$ cat src/rtl/inst_queue.sv
// Fetch-to-decode instruction queue: DEPTH-entry circular buffer with flush.
// Optional zero-latency empty-queue bypass enabled by defining IQ_BYPASS_EN.
module inst_queue #(
  parameter int DEPTH = 4,
  parameter int PTR_W = 2
) (
  input  logic             clk,
  input  logic             rst,
  input  logic             flush,
  input  logic             in_valid,
  input  logic [31:0]      in_pc,
  input  logic [31:0]      in_inst,
  output logic             in_ready,
  output logic             out_valid,
  output logic [31:0]      out_pc,
  output logic [31:0]      out_inst,
  output logic             out_misalign,
  input  logic             out_ready,
  output logic [PTR_W:0]   count
);

  localparam logic [PTR_W:0] FULL = (PTR_W+1)'(DEPTH);

  logic [31:0]      pc_q   [DEPTH];
  logic [31:0]      inst_q [DEPTH];
  logic [DEPTH-1:0] mis_q;

  logic [PTR_W-1:0] wr_ptr_q, wr_ptr_d, rd_ptr_q, rd_ptr_d;
  logic [PTR_W:0]   count_q, count_d;
  logic             empty, push, pop, byp;

  assign empty    = (count_q == '0);
  assign in_ready = (count_q != FULL);
  assign count    = count_q;

`ifdef IQ_BYPASS_EN
  assign byp = empty & in_valid & ~flush;
`else
  assign byp = 1'b0;
`endif

  // A bypassed word that decode takes immediately is never written.
  assign push = in_valid & in_ready & ~flush & ~(byp & out_ready);
  assign pop  = ~empty & out_ready & ~flush;

  always_comb begin
    wr_ptr_d = wr_ptr_q;
    rd_ptr_d = rd_ptr_q;
    count_d  = count_q;
    if (flush) begin
      wr_ptr_d = '0;
      rd_ptr_d = '0;
      count_d  = '0;
    end else begin
      if (push) wr_ptr_d = wr_ptr_q + 1'b1;
      if (pop)  rd_ptr_d = rd_ptr_q + 1'b1;
      case ({push, pop})
        2'b10:   count_d = count_q + 1'b1;
        2'b01:   count_d = count_q - 1'b1;
        default: count_d = count_q;
      endcase
    end
  end

  always_ff @(posedge clk or posedge rst) begin
    if (rst) begin
      wr_ptr_q <= '0;
      rd_ptr_q <= '0;
      count_q  <= '0;
    end else begin
      wr_ptr_q <= wr_ptr_d;
      rd_ptr_q <= rd_ptr_d;
      count_q  <= count_d;
    end
  end

  // Entry payload is never reset; count alone decides what is valid.
  always_ff @(posedge clk) begin
    if (push) begin
      pc_q[wr_ptr_q]   <= in_pc;
      inst_q[wr_ptr_q] <= in_inst;
      mis_q[wr_ptr_q]  <= (in_pc[1:0] != 2'b00);
    end
  end

  always_comb begin
    out_valid    = ~empty;
    out_pc       = empty ? 32'h0 : pc_q[rd_ptr_q];
    out_inst     = empty ? 32'h0 : inst_q[rd_ptr_q];
    out_misalign = ~empty & mis_q[rd_ptr_q];
`ifdef IQ_BYPASS_EN
    if (byp) begin
      out_valid    = 1'b1;
      out_pc       = in_pc;
      out_inst     = in_inst;
      out_misalign = (in_pc[1:0] != 2'b00);
    end
`endif
  end

endmodule

$ cat config.mk
export PLATFORM = sky130hd
export DESIGN_NAME = inst_queue
export DESIGN_NICKNAME = d
export VERILOG_FILES = /design/src/rtl/inst_queue.sv
export SDC_FILE = /design/constraint.sdc
export NUM_CORES = 1
export LEC_CHECK = 0
export CORE_MARGIN = 3
export CORE_UTILIZATION = 50
export CTS_CLUSTER_SIZE = 10
export DETAILED_ROUTE_END_ITERATION = 6
export DONT_BUFFER_PORTS = 1
export PLACE_DENSITY = 0.74
export RECOVER_POWER = 50
export SLEW_MARGIN = 10
export SYNTH_ARGS = -nofsm -noshare
export SYNTH_HDL_FRONTEND = slang
export SYNTH_SLANG_ARGS = --single-unit
$ cat constraint.sdc
create_clock -name clk -period 4 [get_ports clk]
set_clock_uncertainty 0.2 [all_clocks]
set_input_delay 0.2 -clock clk [delete_from_list [all_inputs] [get_ports clk]]
set_output_delay 0.2 -clock clk [all_outputs]
set_load 0.03 [all_outputs]
* After elaboration in Yosys (flattened, before gate mapping)
Memories as Yosys holds them, arrays and structs flattened.
Cells that the tools add are included.
** Storage, ports and cells
- Register bits :: 11
- Memory bits (writable) :: 256
- Bits of input ports :: 69
- Output and inout bits :: 70
- Logic and storage cells :: 44
- Memories :: 2
** Operators by class
- Add/subtract/negate cells :: 4
- Magnitude comparators :: 3
- Equality and inequality tests :: 3
- Mux-type cells :: 15
- Bitwise operators :: 7
- Reductions and logical operators :: 6
** Memory list
- inst_q :: words 4, bits a word 32, rd ports 1, clocked after Yosys merged registers in 0, write ports 1, line 25 : logic [31:0] inst_q [DEPTH];
- pc_q :: words 4, bits a word 32, rd ports 1, clocked after Yosys merged registers in 0, write ports 1, line 24 : logic [31:0] pc_q [DEPTH];
** Operators with widths (number)
- $mux W32 :: 2
- $mux W2 :: 4
- $lt A2 B3 Y1 const B :: 2
- $pmux W3 S2 :: 1
- $reduce_bool A2 Y1 :: 3
- $and A1 B1 Y1 :: 5
- $add A2 B1 Y2 const B :: 2
- $bwmux W4 :: 1
- $mux W1 :: 4
- $add A3 B1 Y3 const B :: 1
- $logic_not A3 Y1 :: 1
- $mux W3 :: 1
- $ne A3 B3 Y1 const B :: 1
- $reduce_bool A3 Y1 :: 1
- $sub A3 B1 Y3 const B :: 1
- $bmux W1 S2 :: 1
- $demux W1 S2 :: 1
- $eq A2 B1 Y1 const B :: 1
- $eq A2 B2 Y1 const B :: 1
- $ge A2 B1 Y1 const B :: 1
- $not A1 Y1 :: 2
- $logic_and A1 B1 Y1 :: 1

* Depth between registers and ports, before layout
Gate-level depths: netlist of the first run.
- Depth after elaboration :: 7
- Gate-level depth with buffers :: 7
- Mapped depth without buffers :: 6

* Least setup slack after synthesis of the first run
OpenSTA, ideal clock, no wires.
- Kind :: register to register
- Start :: reg count_q[1], in the netlist count[1]
- End :: mem inst_q[0][0], enable pin
- Library setup time :: 0.430 ns
- Data arrival time :: 2.817 ns
- Required time :: 3.370 ns
- Slack :: 0.553 ns
- Cell stages (with the launch flop) :: 5
- Buffers on the path :: 1
- Clock period less this slack :: 3.447 ns
- Path through :: dfrtp_1 > clkbuf_1 > nor3b_1 > nor3_1 > and2_1
** Between the ends
- Word-level cells in the longest chain between the ends :: 5
** RTL lines
- from (decl) :: line 29 : logic [PTR_W:0] count_q, count_d;
- from (signal assigned) :: line 73 : count_q <= count_d;
- $ne A3 B3 Y1 :: line 33 : assign in_ready = (count_q != FULL);
- $and A1 B1 Y1 (2 in a row) :: line 43 : assign push = in_valid & in_ready & ~flush & ~(byp & out_ready);
- $mux W1 :: line 79 : if (push) begin
- $mux W1 (implied by the code) :: line 81 : inst_q[wr_ptr_q] <= in_inst;
- to (decl) :: line 25
Every way passes these cells.

* Worst setup path in the final report of the first run
- Start :: reg count_q[1], in the netlist count[1]
- End :: out out_inst[22]
** Between the ends
- Word-level cells in the longest chain between the ends :: 2
** RTL lines
- $logic_not A3 Y1 :: line 32 : assign empty = (count_q == '0);
- $mux W32 :: line 89 : out_inst = empty ? 32'h0 : inst_q[rd_ptr_q];
- to (decl) :: line 16 : output logic [31:0] out_inst,
Every way passes these cells.

==> results of run 1 <==
==> registers in the layout, summed over array words and instances, names as in the netlist <==
name      cells
rd_ptr_q      2
mis_q         4
count         3
inst_q      128
wr_ptr_q      2
pc_q        128
==> where the power goes <==
| part | total [mW] | switching, mW | internal (mW) |
|---|---|---|---|
| clock | 2.34 | 0.935 | 1.41 |
| combinational | 1.07 | 0.694 | 0.381 |
| sequential | 3.26 | 0.0894 | 3.17 |
| total | 6.68 | 1.72 | 4.96 |
==> path summary, 6_finish.rpt <==
path / to / slack (ns) / cells past startpoint
max: out_inst[22] / 0.89 / 2
min: pc_q[1][10]$_DFFE_PP_ / 0.18 / 1
max in group asynchronous: rd_ptr_q[1]$_DFFE_PP0P_ / 2.84 / 3
min reg2reg: wr_ptr_q[1]$_DFFE_PP0P_ / 0.41 / 2
min in group asynchronous: count[1]$_DFFE_PP0P_ / 0.45 / 3
max reg2reg: mis_q[1]$_DFFE_PP_ / 1.01 / 3
==> metal layers <==
metal,up-vias,GRT usage (%)
li1,2083,-
met3,23,4.335
met1,2458,22.38
met2,155,27.94
met4,0,3.339
met5,-,0
==> metrics by stage <==
stage	setup WS, ns	utilization (%)	power [mW]	hold slack (ns)	std cells
2_1_floorplan	0.5534	-	4.218	-0.1966	479
3_3_place_gp	1.207	52.11	4.308	-0.1655	723
3_5_place_dp	1.038	52.11	4.334	-0.1454	723
4_1_cts	0.7827	59.63	6.759	0.1631	836
5_1_grt	0.6099	59.63	6.934	0.1876	836
6_report	0.8912	59.63	6.676	0.1834	836
==> kinds of logic (layout without fill, tap and decap cells) <==
group | after synthesis | after routing
mux | 66 | 66
flops | 267 | 267
compound gates | 18 | 18
buf+inv | 33 | 120
xor+xnor | 3 | 3
fa+ha+maj | 5 | 5
simple gates | 87 | 87
==> cells in the final DEF (no fill, tap or decap) <==
| cell | instances |
|---|---|
| fa_1 | 1 |
| xnor2_1 | 1 |
| nand2b_1 | 3 |
| dlygate4sd3_1 | 70 |
| ha_1 | 4 |
| nor2_1 | 2 |
| clkbuf_16 | 31 |
| or2_2 | 1 |
| clkbuf_8 | 1 |
| and2_4 | 4 |
| o211ai_1 | 1 |
| nand3_1 | 3 |
| mux4_2 | 65 |
| nand2_1 | 2 |
| edfxtp_1 | 260 |
| o21ba_2 | 1 |
| o21ai_0 | 4 |
| dfrtp_1 | 5 |
| clkbuf_1 | 11 |
| a21oi_1 | 5 |
| nor3_1 | 2 |
| or3_2 | 1 |
| buf_12 | 1 |
| dfrtp_4 | 2 |
| nand4bb_1 | 1 |
| mux2_2 | 1 |
| o31ai_1 | 1 |
| o311ai_0 | 1 |
| xor2_1 | 2 |
| nor3b_1 | 3 |
| inv_1 | 6 |
| a2111oi_0 | 2 |
| a311oi_1 | 1 |
| a311o_1 | 1 |
| o22ai_1 | 1 |
| and2_1 | 65 |
==> cell type report <==
| cell class | count | share of cell area (%) |
|---|---|---|
| clock buffer | 43 | 6.842 |
| inverter | 6 | 0.1855 |
| multi-input combinational | 179 | 18.45 |
| sequential | 267 | 65.80 |
| tap | 270 | 2.782 |
| timing repair buffer | 71 | 5.935 |
==> repair_timing <==
| item | in CTS | in global routing |
|---|---|---|
| setup endpoints to repair | 0 | 0 |
| endpoints found under the hold margin | 274 | 0 |
| hold buffers | 70 | 0 |
==> results.cfg, run 1 <==
[outcome]
status = finished clean

[logic_synthesis]
yosysMostFrequentCell = edfxtp_1
ys_ff_latch = 267
synth_top_area_cell = edfxtp_1
synth-compound-area-share_pct = 1.165
synthSimpleGateAreaFrac_pct = 5.151
synth_top_area_share_pct = 74.92
synth_top_family_by_area = multiplexers
synthCells = 479
ys_seq_area_share_pct = 76.60
synth_edf_count = 260
async_flop_share_pct = 2.622
synth_fa_ha_area_share_pct = 0.6723
netlist_area_sq_um = 10420
synthTopCellsByCount = 260 x edfxtp_1, 69 x and2_1, 65 x mux4_2
synth_flop_cell = edfxtp_1
synth-xor-area-share_pct = 0.2521
synth_area_leaders = edfxtp_1 75%, mux4_2 14%, and2_1 4.1%
muxShareOfSynthArea_pct = 14.16
syn-num-nets = 553
syn_avg_cell_area_sq_um = 21.76
ys_types = 35
synth_warnings = 0

[floorplanning]
core_sq_um = 20360
placementRows = 52
io_pins = 139
dieArea_sq_um = 22610
fp.dieH_um = 150.4
fp.dieW_um = 150.4
start_util_pct = 51.17

[layout]
n_fill_cell = 1446
fin_nets = 629
regArea_sq_um = 7990
syn_to_final_growth_pct = 16.52
multi_input_area_sq_um = 2241
drive_gt1_share_pct = 19.08
finalInstanceArea_sq_um = 12140
diodes = 0

[worst_setup_path]
cp_max_fo = 66
crit_path_start_kind = register
path_delay_family = simple AND/OR/NAND/NOR gates
slowest_stage = or3_2
critPathMaxStageDelay_ns = 0.94
arrival_ns = 2.71
crit_chain = or3_2 -> and2_1
crit_start = count[1]$_DFFE_PP0P_
r2r_start = count[1]$_DFFE_PP0P_
path_buf_inv = 0
worst_ep_required_time_ns = 3.60
worstSetupEndpointType = output pin
path_class = register to output pin

[route]
wirelength_mm = 18.70
drt-met1-wl_mm = 7.688
top_layer = met4
wl_met3_mm = 1.141
drc = 0
vias_per_cell = 5.645
drtIter0Drc = 278
wl_met2_mm = 9.567
dr.pass1.iters = 5
ant_nets = 0
route.detailed.wl_per_inst_um = 22.37
via_count = 4719

[grt]
grt_pass1_wl_mm = 28.71
grt_max_degree = 67
grt_usage_pct = 16.63
overflow = 0
grt_pass1_vias = 5037
antenna_found_initial = 0

[hold_path]
hp-class = input pin to register
min_from = in_pc[10]

[clock_network]
cts_tree = yes
ctsResizeCount = 0
clock_latency_ns = 0.52
clockBufferDepth = 3
cts.sinks = 267
cts_root_buf = clkbuf_16
htree_levels = 1
cts_setup_buffers = 0
path_clk_slew_ns = 0.05
cts_buffers = 30

[placement]
gp_congestion = 0.7181
hpwl_mm = 10.55
io_buffers = 0
place_area_sq_um = 10610

[timing]
fmax_ghz = 0.3217
slew_violations = 0
worst_pin_slew_ns = 1.076
period_needed_ns = 3.109
hold_viol = 0
slew_headroom_pct = 28.30
setup_viol = 0
rsz0062_at_grt = false
fin_crit_sh_pct = 77.72
setup_tns_ns = 0

[pwr]
ir_worst_vdd_mv = 0.4481
p_leak_nw = 3.816
power_density_nw_per_um2 = 549.8

[run]
drv_cap = 0
Power figures use the tool's default switching activity.
==> run 2: changes to the inputs <==
- PLACE_DENSITY: 0.74 -> 0.77
- clock period: 4 -> 2.8 ns (I/O delays scaled with it)
==> run 2 against run 1 <==
Compared with the run above: core utilization rose by 0.88 points; hold slack lost 0.094 ns; register-to-register slack lost 0.79 ns; first-iteration DRC count down 5.4%; flip-flop and latch count is the same; power grew 44%; critical path depth up 1; combinational power grew 57%; highest routed layer unchanged.
==> results.cfg, run 2 (synthesis results as in run 1) <==
[layout]
final_cell_mix = 260 x edfxtp_1, 70 x dlygate4sd3_1, 65 x mux4_2, 65 x and2_1, 30 x clkbuf_16
mostFrequentLayoutCell = edfxtp_1
syn_to_final_growth_pct = 18.25
largest_registers = inst_q: 128 flops, pc_q: 128 flops, mis_q: 4 flops
fin_nets = 646
drive_gt1_share_pct = 20.58

[timing]
hold_viol = 0
fin_crit_sh_pct = 95.66
worst_pin_slew_ns = 0.7267
period_needed_ns = 2.679
setup_viol = 0
rsz0062_at_grt = false
slew_violations = 0
setup_tns_ns = 0
fmax_ghz = 0.3733
slew_headroom_pct = 51.56

[floorplanning]
dieArea_sq_um = 22610
fp.dieW_um = 150.4
fp.dieH_um = 150.4
core_sq_um = 20360
placementRows = 52
io_pins = 139
start_util_pct = 51.17

[pwr]
total_power_mw = 9.604
ir_worst_vdd_mv = 0.5418
p_leak_nw = 3.902
power_density_nw_per_um2 = 779.4

[run]
drv_cap = 0

[route]
drc = 0
via_count = 4914
vias_per_cell = 5.754
drtIter0Drc = 263
wirelength_mm = 19.82
ant_nets = 0
dr.pass1.iters = 4
route.detailed.wl_per_inst_um = 23.21

[worst_setup_path]
critPathMaxStageDelay_ns = 0.62
rrSetupSlack_ns = 0.22
cp_max_fo = 29
crit_chain = buf_12 -> mux4_2 -> and2_1
slowest_stage = dfrtp_4
worstSetupEndpointType = output pin
arrival_ns = 2.34
crit_path_start_kind = register
worst_ep_required_time_ns = 2.46
path_class = register to output pin

[hold_path]
hp-class = input pin to register

[grt]
grt_max_degree = 51
overflow = 0
antenna_found_initial = 1
grt_usage_pct = 17.70
grt_pass1_vias = 5375
grt_pass1_wl_mm = 30.33

[outcome]
status = finished clean

[clock_network]
path_clk_slew_ns = 0.06
clock_latency_ns = 0.55
ctsResizeCount = 0
cts_setup_buffers = 0
cts_root_buf = clkbuf_16
hold_buffers = 70
cts_buffers = 30
cts.sinks = 267
cts_tree = yes
clockBufferDepth = 3
htree_levels = 1

[placement]
gp_congestion = 0.6854
hpwl_mm = 11.28
io_buffers = 0
==> run 2: cell count changes in the layout (fill, tap and decap cells not counted) <==
cell | before | now
and2_0 | 0 | 2
clkinv_16 | 0 | 1
clkbuf_16 | 31 | 30
and2_4 | 4 | 2
clkbuf_1 | 11 | 13
diode_2 | 0 | 1
buf_12 | 1 | 7
clkbuf_2 | 0 | 3
buf_4 | 0 | 6
clkinv_1 | 0 | 1
clkbuf_8 | 1 | 0
==> run 2: report_power, final <==
group	internal [mW]	switching [mW]	total (mW)
registers	4.53	0.0775	4.61
logic	0.586	1.09	1.68
clock network	1.94	1.38	3.32
total	7.05	2.55	9.60
==> run 2: path summary, 6_finish.rpt <==
path | from | end | cells after the start
max | rd_ptr_q[0]$_DFFE_PP0P_ | out_inst[23] | 3
min | in_inst[13] | inst_q[1][13]$_DFFE_PP_ | 1
max reg2reg | count[0]$_DFFE_PP0P_ | count[2]$_DFFE_PP0P_ | 6
min reg2reg | wr_ptr_q[0]$_DFFE_PP0P_ | wr_ptr_q[0]$_DFFE_PP0P_ | 2
max in group asynchronous | rst | rd_ptr_q[1]$_DFFE_PP0P_ | 3
min in group asynchronous | rst | rd_ptr_q[0]$_DFFE_PP0P_ | 3
==> run 2: layer usage <==
metal  global-route usage [%]  vias up  wire (um)
met3                    4.184       43       1328
met5                        0        -          0
li1                         -     2118          -
met2                    29.85      180      10110
met4                    6.176        0        710
met1                    22.74     2573       7672
==> run 2: stage by stage <==
step	utilization [%]	worst slack (ns)	cells	instance area, sq um	hold slack [ns]
after detailed placement	53.29	0.3026	740	10850	-0.2211
after global routing	60.51	0.005788	854	12320	0.09455
after floorplan	-	0.05257	479	10430	-0.2566
after global placement	53.29	0.5776	740	10850	-0.2257
final	60.51	0.1215	854	12320	0.08902
after CTS	60.78	0.05031	853	12380	0.05537
==> run 2: cell type report <==
class	instances	area (sq um)
diodes	1	2.502
clock buffers	41	792.0
clock inverters	2	33.78
fillers	1409	8041
inverters	6	22.52
multi-input cells	179	2236
flip-flops and latches	267	7990
well taps	270	337.8
repair buffers	88	908.4
==> run 2: critical path: cells and delay by family (launching register included) <==
family	cells	cell delay [ns]
AND/OR/NAND/NOR	1	0.28
flip-flops	1	0.62
buffers and inverters	1	0.31
multiplexers	1	0.56
